## src/rtl/alut_age_scan13.sv

```systemverilog
// Address-table age scanner: walks every entry of the table once per start13
// request and clears the valid bit of any entry older than age_thresh13.
//
// Ports
//   pclk13               in   clock, rising edge
//   p_reset13            in   synchronous active-high reset
//   start13              in   one-cycle scan request (honoured only in IDLE)
//   curr_time13          in   free-running time base
//   age_thresh13         in   maximum allowed entry age
//   add_busy13           in   add port owns the table; scanner stalls
//   mem_read_data_age13  in   age-port read data, one cycle after the address
//   mem_addr_age13       out  age-port address
//   mem_write_age13      out  age-port write strobe
//   mem_write_data_age13 out  age-port write data, zero when not writing
//   busy13               out  scan in progress
//   done13               out  one-cycle pulse at the end of a scan
//   aged_count13         out  entries invalidated by the last/current scan
//
// Entry layout: [DW13-1] valid, [DW13-2 -: 32] timestamp, then port and MAC.

module alut_age_scan13 #(
    parameter int DW13 = 83,
    parameter int DD13 = 256
) (
    input  logic            pclk13,
    input  logic            p_reset13,
    input  logic            start13,
    input  logic [31:0]     curr_time13,
    input  logic [31:0]     age_thresh13,
    input  logic            add_busy13,
    input  logic [DW13-1:0] mem_read_data_age13,
    output logic [7:0]      mem_addr_age13,
    output logic            mem_write_age13,
    output logic [DW13-1:0] mem_write_data_age13,
    output logic            busy13,
    output logic            done13,
    output logic [8:0]      aged_count13
);

    typedef enum logic [2:0] {
        IDLE,
        READ,
        CHECK,
        WRITE,
        DONE
    } state_t;

    localparam logic [7:0] LAST_IDX = 8'(DD13 - 1);

    state_t          state;
    logic [7:0]      idx;
    logic [DW13-1:0] wdata;
    logic            busy_q;
    logic            done_q;
    logic [8:0]      aged_cnt;

    // Field extraction from the entry returned by the memory.
    logic            ent_valid;
    logic [31:0]     ent_ts;
    logic [31:0]     ent_age;
    logic            ent_aged;
    logic            last_idx;
    logic            wr_go;

    assign ent_valid = mem_read_data_age13[DW13-1];
    assign ent_ts    = mem_read_data_age13[DW13-2 -: 32];
    // Unsigned subtraction wraps mod 2^32, so a time base that rolled over
    // since the entry was stamped still yields the true age.
    assign ent_age   = curr_time13 - ent_ts;
    assign ent_aged  = ent_valid && (ent_age > age_thresh13);
    assign last_idx  = (idx == LAST_IDX);

    // The write strobe is gated with add_busy13 in the same cycle so the
    // scanner can never collide with the add port on the shared table.
    assign wr_go = (state == WRITE) && !add_busy13;

    always_ff @(posedge pclk13) begin
        if (p_reset13) begin
            state    <= IDLE;
            idx      <= '0;
            wdata    <= '0;
            busy_q   <= 1'b0;
            done_q   <= 1'b0;
            aged_cnt <= '0;
        end else begin
            done_q <= 1'b0;
            unique case (state)
                IDLE: begin
                    if (start13) begin
                        aged_cnt <= '0;
                        idx      <= '0;
                        busy_q   <= 1'b1;
                        state    <= READ;
                    end
                end

                READ: begin
                    if (!add_busy13) begin
                        state <= CHECK;
                    end
                end

                CHECK: begin
                    if (ent_aged) begin
                        wdata <= {1'b0, mem_read_data_age13[DW13-2:0]};
                        state <= WRITE;
                    end else if (last_idx) begin
                        busy_q <= 1'b0;
                        done_q <= 1'b1;
                        state  <= DONE;
                    end else begin
                        idx   <= idx + 8'd1;
                        state <= READ;
                    end
                end

                WRITE: begin
                    if (!add_busy13) begin
                        aged_cnt <= aged_cnt + 9'd1;
                        wdata    <= '0;
                        if (last_idx) begin
                            busy_q <= 1'b0;
                            done_q <= 1'b1;
                            state  <= DONE;
                        end else begin
                            idx   <= idx + 8'd1;
                            state <= READ;
                        end
                    end
                end

                DONE: begin
                    state <= IDLE;
                end

                default: begin
                    busy_q <= 1'b0;
                    state  <= IDLE;
                end
            endcase
        end
    end

    // Address is only meaningful while scanning; park it at 0 otherwise.
    assign mem_addr_age13       = busy_q ? idx : 8'd0;
    assign mem_write_age13      = wr_go;
    assign mem_write_data_age13 = wr_go ? wdata : '0;
    assign busy13               = busy_q;
    assign done13               = done_q;
    assign aged_count13         = aged_cnt;

endmodule

```

## config.mk

```make
export PLATFORM = sky130hd
export DESIGN_NAME = alut_age_scan13
export DESIGN_NICKNAME = d
export VERILOG_FILES = /design/src/rtl/alut_age_scan13.sv
export SDC_FILE = /design/constraint.sdc
export NUM_CORES = 1
export LEC_CHECK = 0
export CORE_MARGIN = 3
export CORE_UTILIZATION = 41
export DETAILED_ROUTE_END_ITERATION = 8
export PLACE_DENSITY = 0.83
export SLEW_MARGIN = 20
export SYNTH_ARGS = -nofsm -noshare
export SYNTH_HDL_FRONTEND = slang
export SYNTH_SLANG_ARGS = --single-unit
```

## constraint.sdc

```tcl
create_clock -name pclk13 -period 4.7 [get_ports pclk13]
set_input_delay 0.705 -clock pclk13 [delete_from_list [all_inputs] [get_ports pclk13]]
set_output_delay 0.705 -clock pclk13 [all_outputs]
set_load 0.02 [all_outputs]
```

-- Word-level counts from Yosys, hierarchy flattened
Cells that the tools add are included.
- flip-flop bits (word level): 105
- bits in latches: 0
- memory bits (writable): 0
- ROM bits: 0
- input bits: 151
- output and inout bits: 103
- logic and storage cells: 62
- memories: 0
- add/subtract/negate cells: 3
- multipliers: 0
- divide/modulo/power cells: 0
- magnitude comparators: 1
- eq/ne operators: 10
- shift operators: 0
- muxes and demuxes: 28
- bitwise logic cells: 1
- reduce and logical (&&, ||, !) cells: 13
- operator list (kind ; count):
    2-to-1 mux 83 bit ; 3
    case mux 83 bit (2 select lines) ; 1
    2-to-1 mux 8 bit ; 5
    > comparator 32 bit ; 1
    subtractor 32 bit ; 1
    case mux 8 bit (3 select lines) ; 1
    2-to-1 mux 9 bit ; 2
    case mux 9 bit (2 select lines) ; 1
    2-to-1 mux 3 bit ; 5
    case mux 3 bit (4 select lines) ; 1
    != test 2 bit (second input constant) ; 5
    adder 9 x 1 -> 9 bit (second input constant) ; 1
    AND reduction 3 bit ; 3
    adder 8 x 1 -> 8 bit (second input constant) ; 1
    equality test 8 bit (second input constant) ; 1
    AND reduction 4 bit ; 2
    2-to-1 mux 1 bit ; 7
    equality test 3 x 2 -> 1 bit (second input constant) ; 2
    case mux 1 bit (4 select lines) ; 1
    nonzero test 2 bit ; 2
    equality test 3 x 1 -> 1 bit (second input constant) ; 1
    equality test 3 bit (second input constant) ; 1
    logical NOT 3 bit ; 1
    nonzero test 3 bit ; 1
    other kinds (5) ; 6

-- Depth between registers and ports, before layout
Gate-level depths: netlist of run 1.
- word-level depth: 5
- depth in mapped cells: 24

-- Worst setup path after synthesis of run 1
Ideal clock, no wire load.
- kind: input to register
- from: in curr_time13[0]
- to: reg wdata[22]
- library setup time: 70 ps
- data arrival time: 4904 ps
- data required time: 4630 ps
- setup slack: -274 ps
- stages: 24
- path buffers: 2
- path through: inv_1 -> ha_1 -> inv_1 -> fa_1 -> a211oi_2 -> nor2_1 -> o211a_1 -> a221o_1 -> a311oi_4 -> o21ai_2 -> nor2_1 -> o21bai_1 -> xor2_1 -> ha_1 -> a21o_1 -> a21o_1 -> a31oi_1 -> o41ai_1 -> o31ai_1 -> a21o_1 -> buf_4 -> buf_2 -> nand3_1 -> a21oi_1
- longest elaborated chain between the ends: 5
- ends and longest elaborated chain (element ; line ; text):
    from (decl) ; 28 ; input logic [31:0] curr_time13,
    subtractor 32 bit ; 69 ; assign ent_age = curr_time13 - ent_ts;
    > comparator 32 bit ; 70 ; assign ent_aged = ent_valid && (ent_age > age_thresh13);
    logical AND 1 bit ; 70 ;
    != test 2 bit (no source line) ; -- ;
    AND reduction 3 bit (no source line) ; -- ;
    to (signal assigned) ; 105 ; wdata <= {1'b0, mem_read_data_age13[DW13-2:0]};
    to (decl) ; 52 ; logic [DW13-1:0] wdata;
No other way between the ends.
A chain may end at the register's enable or synchronous reset.

-- Final worst setup path of run 1
- from: in curr_time13[4]
- to: reg wdata[63]
The elaborated chain is that of the path after synthesis.

==> results of run 1 <==
==> routing by layer <==
layer / wire (um) / part of all wire / vias up / global-route usage
met4: 891 / 0.032 / 0 / 0.0980
li1: - / - / 3899 / -
met5: 0 / 0 / - / 0
met1: 10900 / 0.39 / 3921 / 0.311
met3: 2310 / 0.084 / 65 / 0.0688
met2: 13600 / 0.49 / 338 / 0.462
==> sequential cells by signal, summed over array words and instances (netlist names) <==
signal,count
idx,8
aged_count13,9
busy13,1
wdata,82
done13,1
state,3
==> final cells by class <==
class                      instances  share of cell area
clock buffer                      10              0.0197
multi-input combinational        702               0.447
timing repair buffer             360               0.311
clock inverter                     6             0.00506
inverter                          71              0.0230
tap                              220              0.0227
sequential                       104               0.172
==> logic make-up after synthesis <==
family,synth area share
simple gates,0.273
xor+xnor,0.0426
fa+ha+maj,0.119
buf+inv,0.0720
flops,0.298
other cells,0.000537
compound gates,0.194
==> repair_timing <==
item | 4_1_cts | 5_1_grt
setup buffers | 13 | 6
endpoints found under the setup margin | 95 | 95
hold buffers | 0 | 0
gates cloned | 8 | 7
resized for setup | 120 | 142
pin swaps | 56 | 73
==> worst register-to-register path: cells and delay by family (launching register included) <==
family          cells  cell delay [ns]
buf+inv             1             0.48
flops               1             0.58
compound gates      1             0.10
simple gates        3             1.29
==> synth_stat cells (2+ instances only) <==
library cell and instances:
a211oi_1 3, a211oi_2 2, a21o_1 29, a21oi_1 119
and2_1 11, and3_1 86, buf_2 9, buf_4 2
clkbuf_1 46, dfxtp_1 104, ha_1 65, inv_1 71
nand2_1 114, nand2b_1 4, nand3_1 91, nand4_1 12
nor2_1 41, nor2b_1 7, nor3_1 9, nor4_1 3
o211ai_1 2, o21a_1 7, o21ai_0 14, o21ai_1 2
o21bai_1 5, o311ai_1 5, o31a_1 2, o31ai_1 6
or2_2 3, or3_1 3, xnor2_1 16, xor2_1 18
==> report_power, final <==
| group | leakage, nW | switching (mW) | internal (mW) |
|---|---|---|---|
| sequential | 0.839 | 0.0139 | 0.895 |
| combinational | 4.41 | 0.436 | 0.448 |
| clock | 0.144 | 0.384 | 0.388 |
| total | 5.39 | 0.834 | 1.73 |
==> per-stage QoR <==
| stage | instances | area, um2 | TNS (ns) | utilization | setup slack [ns] |
|---|---|---|---|---|---|
| 6_report | 1473 | 12100 | -12.15 | 0.727 | -0.229 |
| 4_1_cts | 1462 | 11300 | -23.10 | 0.682 | -0.283 |
| 5_1_grt | 1473 | 12100 | -29.02 | 0.727 | -0.402 |
| 2_1_floorplan | 935 | 7110 | -7.47 | - | -0.108 |
| 3_3_place_gp | 1426 | 10300 | -87.98 | 0.621 | -0.961 |
| 3_5_place_dp | 1426 | 10300 | -100.55 | 0.621 | -1.12 |
==> worst max path at each step <==
stage                                 start        end  slack (ns)  cells past startpoint
finish                       curr_time13[4]  wdata[63]       -0.23                     22
global route        mem_read_data_age13[68]  wdata[72]       -0.40                     21
global placement             curr_time13[0]   wdata[0]       -0.96                     24
floorplan                    curr_time13[0]  wdata[32]       -0.11                     24
detailed placement           curr_time13[0]  wdata[79]       -1.12                     23
CTS                          curr_time13[0]  wdata[38]       -0.28                     27
==> metrics.yaml, run 1 <==
antenna_found_initial: 0
r2r_slack_ns: 2.07
wire_per_inst_um: 18.8
cp_slowest_stage_delay_ns: 0.55
critPathMaxFanout: 8
final_common_cell: "clkdlybuf4s50_1"
netlist-cell-type-count: 56
grt_pass1_wl_mm: 39.5
cts_tree: "done"
vdd_ir_drop_max_mv: 0.201
async_reset_ff_frac: 0
slowest_stage: "clkdlybuf4s50_1"
violations: "setup timing"
nets: 1465
path_buf_inv: 4
hold_ws_ns: 0.464
powerDensity_mw_per_mm2: 212
ff2ff_path_depth: 5
vias: 8223
wl_mm: 27.6
die_area_mm2: 0.0186
clock-sinks: 104
r2r-end: "wdata[72]"
syn_to_final_growth_pct: 73.4
syn_avg_cell_area_um2: 7.47
synthesis.nets: 1152
cts_max_path_buffers: 2
required_ns: 4.97
synth_seq_cells: 104
final-setup-viol-count: 93
maxSlewViolCount: 0
start_util: 0.420
power_mw: 2.56
root_buffer: "clkbuf_16"
fillCellCount: 1207
hold_start: "wdata[33]"
worst_pin_slew_ns: 1.19
post_drt_via_cell_ratio: 5.58
max_cap_viol_count: 0
clock_latency_ns: 0.36
critPathArrivalTime_ns: 5.20
synth_flop_cell: "dfxtp_1"
die_w_um: 137
synth_area_leaders: "dfxtp_1 30%, ha_1 12%, a21oi_1 8.5%"
clk_pin_slew_ns: 0.08
num_io_pins: 254
worstSetupPathType: "in -> reg"
first_pass_iters: 5
antenna_cells: 0
holdPathEnd: "wdata[33]"
status: "complete, but fails checks"
syn-cell-area_mm2: 0.00698
cp_top_family: "compound AO/OA/AOI/OAI gates"
drive_gt1_frac: 0.257
startpoint_type: "primary input"
rows: 47
r2r-start: "state[1]"
hpwl_mm: 17.1
synthCells: 935
min_path_type: "reg -> reg"
drtAntennaViolNets: 0
cts_buffers: 9
drtIter0Drc: 475
hold_viol: 0
timing.final.crit_period_ns: 4.93
end_kind: "flip-flop"
synth.largest_area_cell: "dfxtp_1"
drc: 0
skew_ns: 0.00887
grt_pass1_vias: 8055
layout_setup_ws_ns: -0.229
slew_headroom: 0.207
htreeDepth: 3
synth-edff-count: 0
period_share: 1.05
whs_path_depth: 2
synth.top_cell.area_share: 0.298
routabilityCongestion: 0.904
grtUsageTotal: 0.264
path_cells: "clkdlybuf4s50_1 > ha_4 > o21ai_2 > nor2_2 > o211a_1 > a221o_1 > a311oi_4 > o21ai_2 > nor2_1 > o21bai_1 > xor2_1 > ha_1 > nand4_1 > nor4_4 > a311oi_4 > o31ai_4 > buf_6 > a21oi_4 > buf_12 > clkbuf_16 > nand2_1 > a21oi_1"
die_h_um: 137
seqCellArea_mm2: 0.00208
leakagePower_nw: 5.39
core_area_mm2: 0.0166
yosysWarnings: 0
synth_seq_area_share: 0.298
io_buffers: 252
multi_input_area_mm2: 0.00541
rsz0062_at_grt: "true"
fmax_ghz: 0.203
mostFrequentLayoutCells: "224 x clkdlybuf4s50_1, 104 x dfxtp_1, 86 x and3_1, 82 x a21oi_1, 80 x buf_4"
grt-ovfl-total: 0
grt_max_degree: 95
(Power assumes the default switching activity.)
==> run 2: changes to the inputs <==
--- a/config.mk
+++ b/config.mk
@@ -5,10 +5,11 @@
 export SDC_FILE = /design/constraint.sdc
 export NUM_CORES = 1
 export LEC_CHECK = 0
+export ABC_AREA = 1
 export CORE_MARGIN = 3
-export CORE_UTILIZATION = 41
+export CORE_UTILIZATION = 43
 export DETAILED_ROUTE_END_ITERATION = 8
-export PLACE_DENSITY = 0.83
+export PLACE_DENSITY = 0.85
 export SLEW_MARGIN = 20
 export SYNTH_ARGS = -nofsm -noshare
 export SYNTH_HDL_FRONTEND = slang
==> constraint.sdc (replaced) <==
create_clock -name pclk13 -period 4.7 [get_ports pclk13]
set_input_delay 0.705 -clock pclk13 [delete_from_list [all_inputs] [get_ports pclk13]]
set_output_delay 0.705 -clock pclk13 [all_outputs]
set_load 0.01 [all_outputs]
==> metrics.yaml, run 2 <==
vias: 8314  # +1.1%
drc: 0  # unchanged
rows: 48  # +2.1%
wl_mm: 23.4  # -15%
nets: 1635  # +12%
hold_buffers: 0  # unchanged
slew_headroom: 0.368  # +0.161
antenna_found_initial: 1  # +1
htreeDepth: 3  # unchanged
syn_to_final_growth_pct: 38.9
global_route.usage.met1: 0.290  # -0.0201
root_buffer: "clkbuf_16"
die_h_um: 140  # +2.7%
startpoint_type: "primary input"
async_reset_ff_frac: 0  # unchanged
worst_pin_slew_ns: 0.949  # -0.241 ns
antenna_cells: 0  # unchanged
tns_ns: 0  # +12.15 ns
clock-sinks: 104  # unchanged
grtUsageMet2: 0.396  # -0.0655
grt_busiest_layer: "met2"
num_io_pins: 254  # unchanged
synth_top_family_by_area: "simple AND/OR/NAND/NOR gates"
hold_ws_ns: 0.466  # +0.00147 ns
drtIter0Drc: 465  # -2.1%
final-setup-viol-count: 0  # -100%
synthMuxAreaShare: 0  # unchanged
synthMostInstantiatedCell: "nand2_1"
critPathMaxFanout: 47  # +39
synth_seq_cells: 104  # unchanged
regMostFlops: "wdata"
drtAntennaViolNets: 0  # unchanged
start_util: 0.443  # +0.0238
synthesis.nets: 1406  # +22%
synth.top_cell.area_share: 0.269  # -0.0295
post_drt_via_cell_ratio: 5.04  # -9.6%
status: "completed"
mostFrequentLayoutCells: "251 x clkdlybuf4s50_1, 224 x nand2_1, 208 x inv_1, 148 x a21oi_1, 143 x nor2_1"
grt-ovfl-total: 0  # unchanged
die_w_um: 140  # +2.7%
postCtsSetupRepairBufs: 0  # -13
final_common_cell: "clkdlybuf4s50_1"
period_share: 0.924  # -0.124
grt_pass1_wl_mm: 37.9  # -4.2%
io_buffers: 252  # unchanged
powerDensity_mw_per_mm2: 234  # +10%
met3_usage: 0.0539  # -0.0148
hpwl_mm: 18.7  # +9.8%
yosysWarnings: 0  # unchanged
synth_seq_area_share: 0.269  # -0.0295
leakagePower_nw: 4.24  # -21%
skew_ns: 0.00634  # -0.00253 ns
clock_latency_ns: 0.34  # -0.02 ns
synth-compound-area-share: 0.140  # -0.0541
first_pass_iters: 5  # unchanged
vdd_ir_drop_max_mv: 0.198  # -1.1%
syn-cell-area_mm2: 0.00775  # +11%
syn_avg_cell_area_um2: 6.52  # -13%
synth-edff-count: 0  # unchanged
drive_gt1_frac: 0.0625  # -0.194
routabilityCongestion: 0.981  # +8.6%
critPathArrivalTime_ns: 4.60  # -0.60 ns
synthCells: 1189  # +27%
worstSetupPathType: "in -> reg"
grt_pass1_vias: 7887  # -2.1%
rsz0062_at_grt: "false"
wire_per_inst_um: 14.2  # -24%
end_kind: "flip-flop"
core_area_mm2: 0.0175  # +5.0%
yosys.area_share.adder: 0.108  # -0.0118
cts_tree: "done"
synth_area_leaders: "dfxtp_1 27%, nand2_1 11%, ha_1 10%"
required_ns: 4.96  # about the same
grtUsageTotal: 0.230  # -0.0342
maxSlewViolCount: 0  # unchanged
synth.largest_area_cell: "dfxtp_1"
synth_simple_gate_area_frac: 0.307  # +0.0345
synthXorXnorAreaFrac: 0.0328  # -0.00987
timing.final.crit_period_ns: 4.34  # -0.585 ns
hold_viol: 0  # unchanged
synth_flop_cell: "dfxtp_1"
synth_common_cells: "224 x nand2_1, 208 x inv_1, 149 x a21oi_1, 144 x nor2_1, 104 x dfxtp_1"
netlist-cell-type-count: 45  # -20%
die_area_mm2: 0.0197  # +5.6%
clk_pin_slew_ns: 0.07  # about the same
min_path_type: "reg -> reg"
max_cap_viol_count: 0  # unchanged
grt_max_degree: 87  # -8.4%
fmax_ghz: 0.230  # +13%
cts_buffers: 9  # unchanged
largest_reg_flops: 82  # unchanged
cts_max_path_buffers: 2  # unchanged
run 2: changes by cell type in the layout (fill, tap and decap cells not counted), sizes merged, moves of 25 or more:
cell,previous run,this run
nand2,114,227
inv,74,217
nand3,91,116
and3,86,1
clkdlybuf4s50,224,251
nor2,41,149
buf,105,16
a21oi,119,150
run 2: what timing repair did:
action | in CTS | in global routing
resized for setup | 0 | 4
hold endpoints to repair | 0 | 0
endpoints found under the setup margin | 0 | 86
run 2: worst paths after layout:
check / start / end / slack (ns) / depth (start not counted)
max: mem_read_data_age13[63] / wdata[34] / 0.36 / 22
min reg2reg: aged_count13[8] / aged_count13[8] / 0.47 / 1
min: aged_count13[8] / aged_count13[8] / 0.47 / 1
max reg2reg: state[2] / wdata[41] / 2.66 / 9
run 2: logic make-up after synthesis:
group,after synthesis
buffers and inverters,264
xor gates and xnor gates,29
AOI/OAI and AO/OA,204
and+or+nand+nor,521
DFF,104
adders and majority gates,66
other,1
run 2: where the power goes:
group / internal (mW) / switching (mW)
Combinational: 0.363 / 0.459
Sequential: 0.915 / 0.0347
Clock: 0.388 / 0.357
run 2: critical path: stages:
cell and delay, ns:
clkdlybuf4s50_1 0.53, inv_1 0.06, ha_1 0.34, a21oi_1 0.26, o21ai_0 0.24, a21oi_1 0.19, nand2_1 0.13, a21oi_1 0.24
o21bai_1 0.11, xor2_1 0.17, ha_1 0.28, nand2_1 0.07, nor2_1 0.16, nand3_1 0.13, inv_1 0.07, nand2_1 0.06
nand2_2 0.08, nand3_4 0.15, clkinv_2 0.14, buf_12 0.23, nand2_1 0.08, a21oi_1 0.18
run 2: per-layer routing:
metal / vias up / share of wire
met1: 3743 / 0.43
met2: 301 / 0.48
met4: 2 / 0.022
met5: - / 0.00055
met3: 38 / 0.074
li1: 4230 / -
run 2: final cells by class:
class                      instances  area, um2
sequential                       104       2080
fill                            1619       6710
multi-input combinational        821       4570
inverter                         215        813
clock buffer                      10        239
timing repair buffer             267       2720
clock inverter                     6       61.3
tap                              225        282
run 2: through the flow:
stage / total power [mW] / worst slack, ns / util / cell area [um2] / std cells
CTS: 2.54 / 0.323 / 0.615 / 10800 / 1648
global placement: 1.76 / 0.0112 / 0.598 / 10500 / 1632
finish: 2.52 / 0.356 / 0.616 / 10800 / 1648
global route: 2.68 / 0.0138 / 0.616 / 10800 / 1648
detailed placement: 1.78 / -0.0238 / 0.598 / 10500 / 1632
floorplan: 1.48 / 1.09 / - / 7750 / 1189
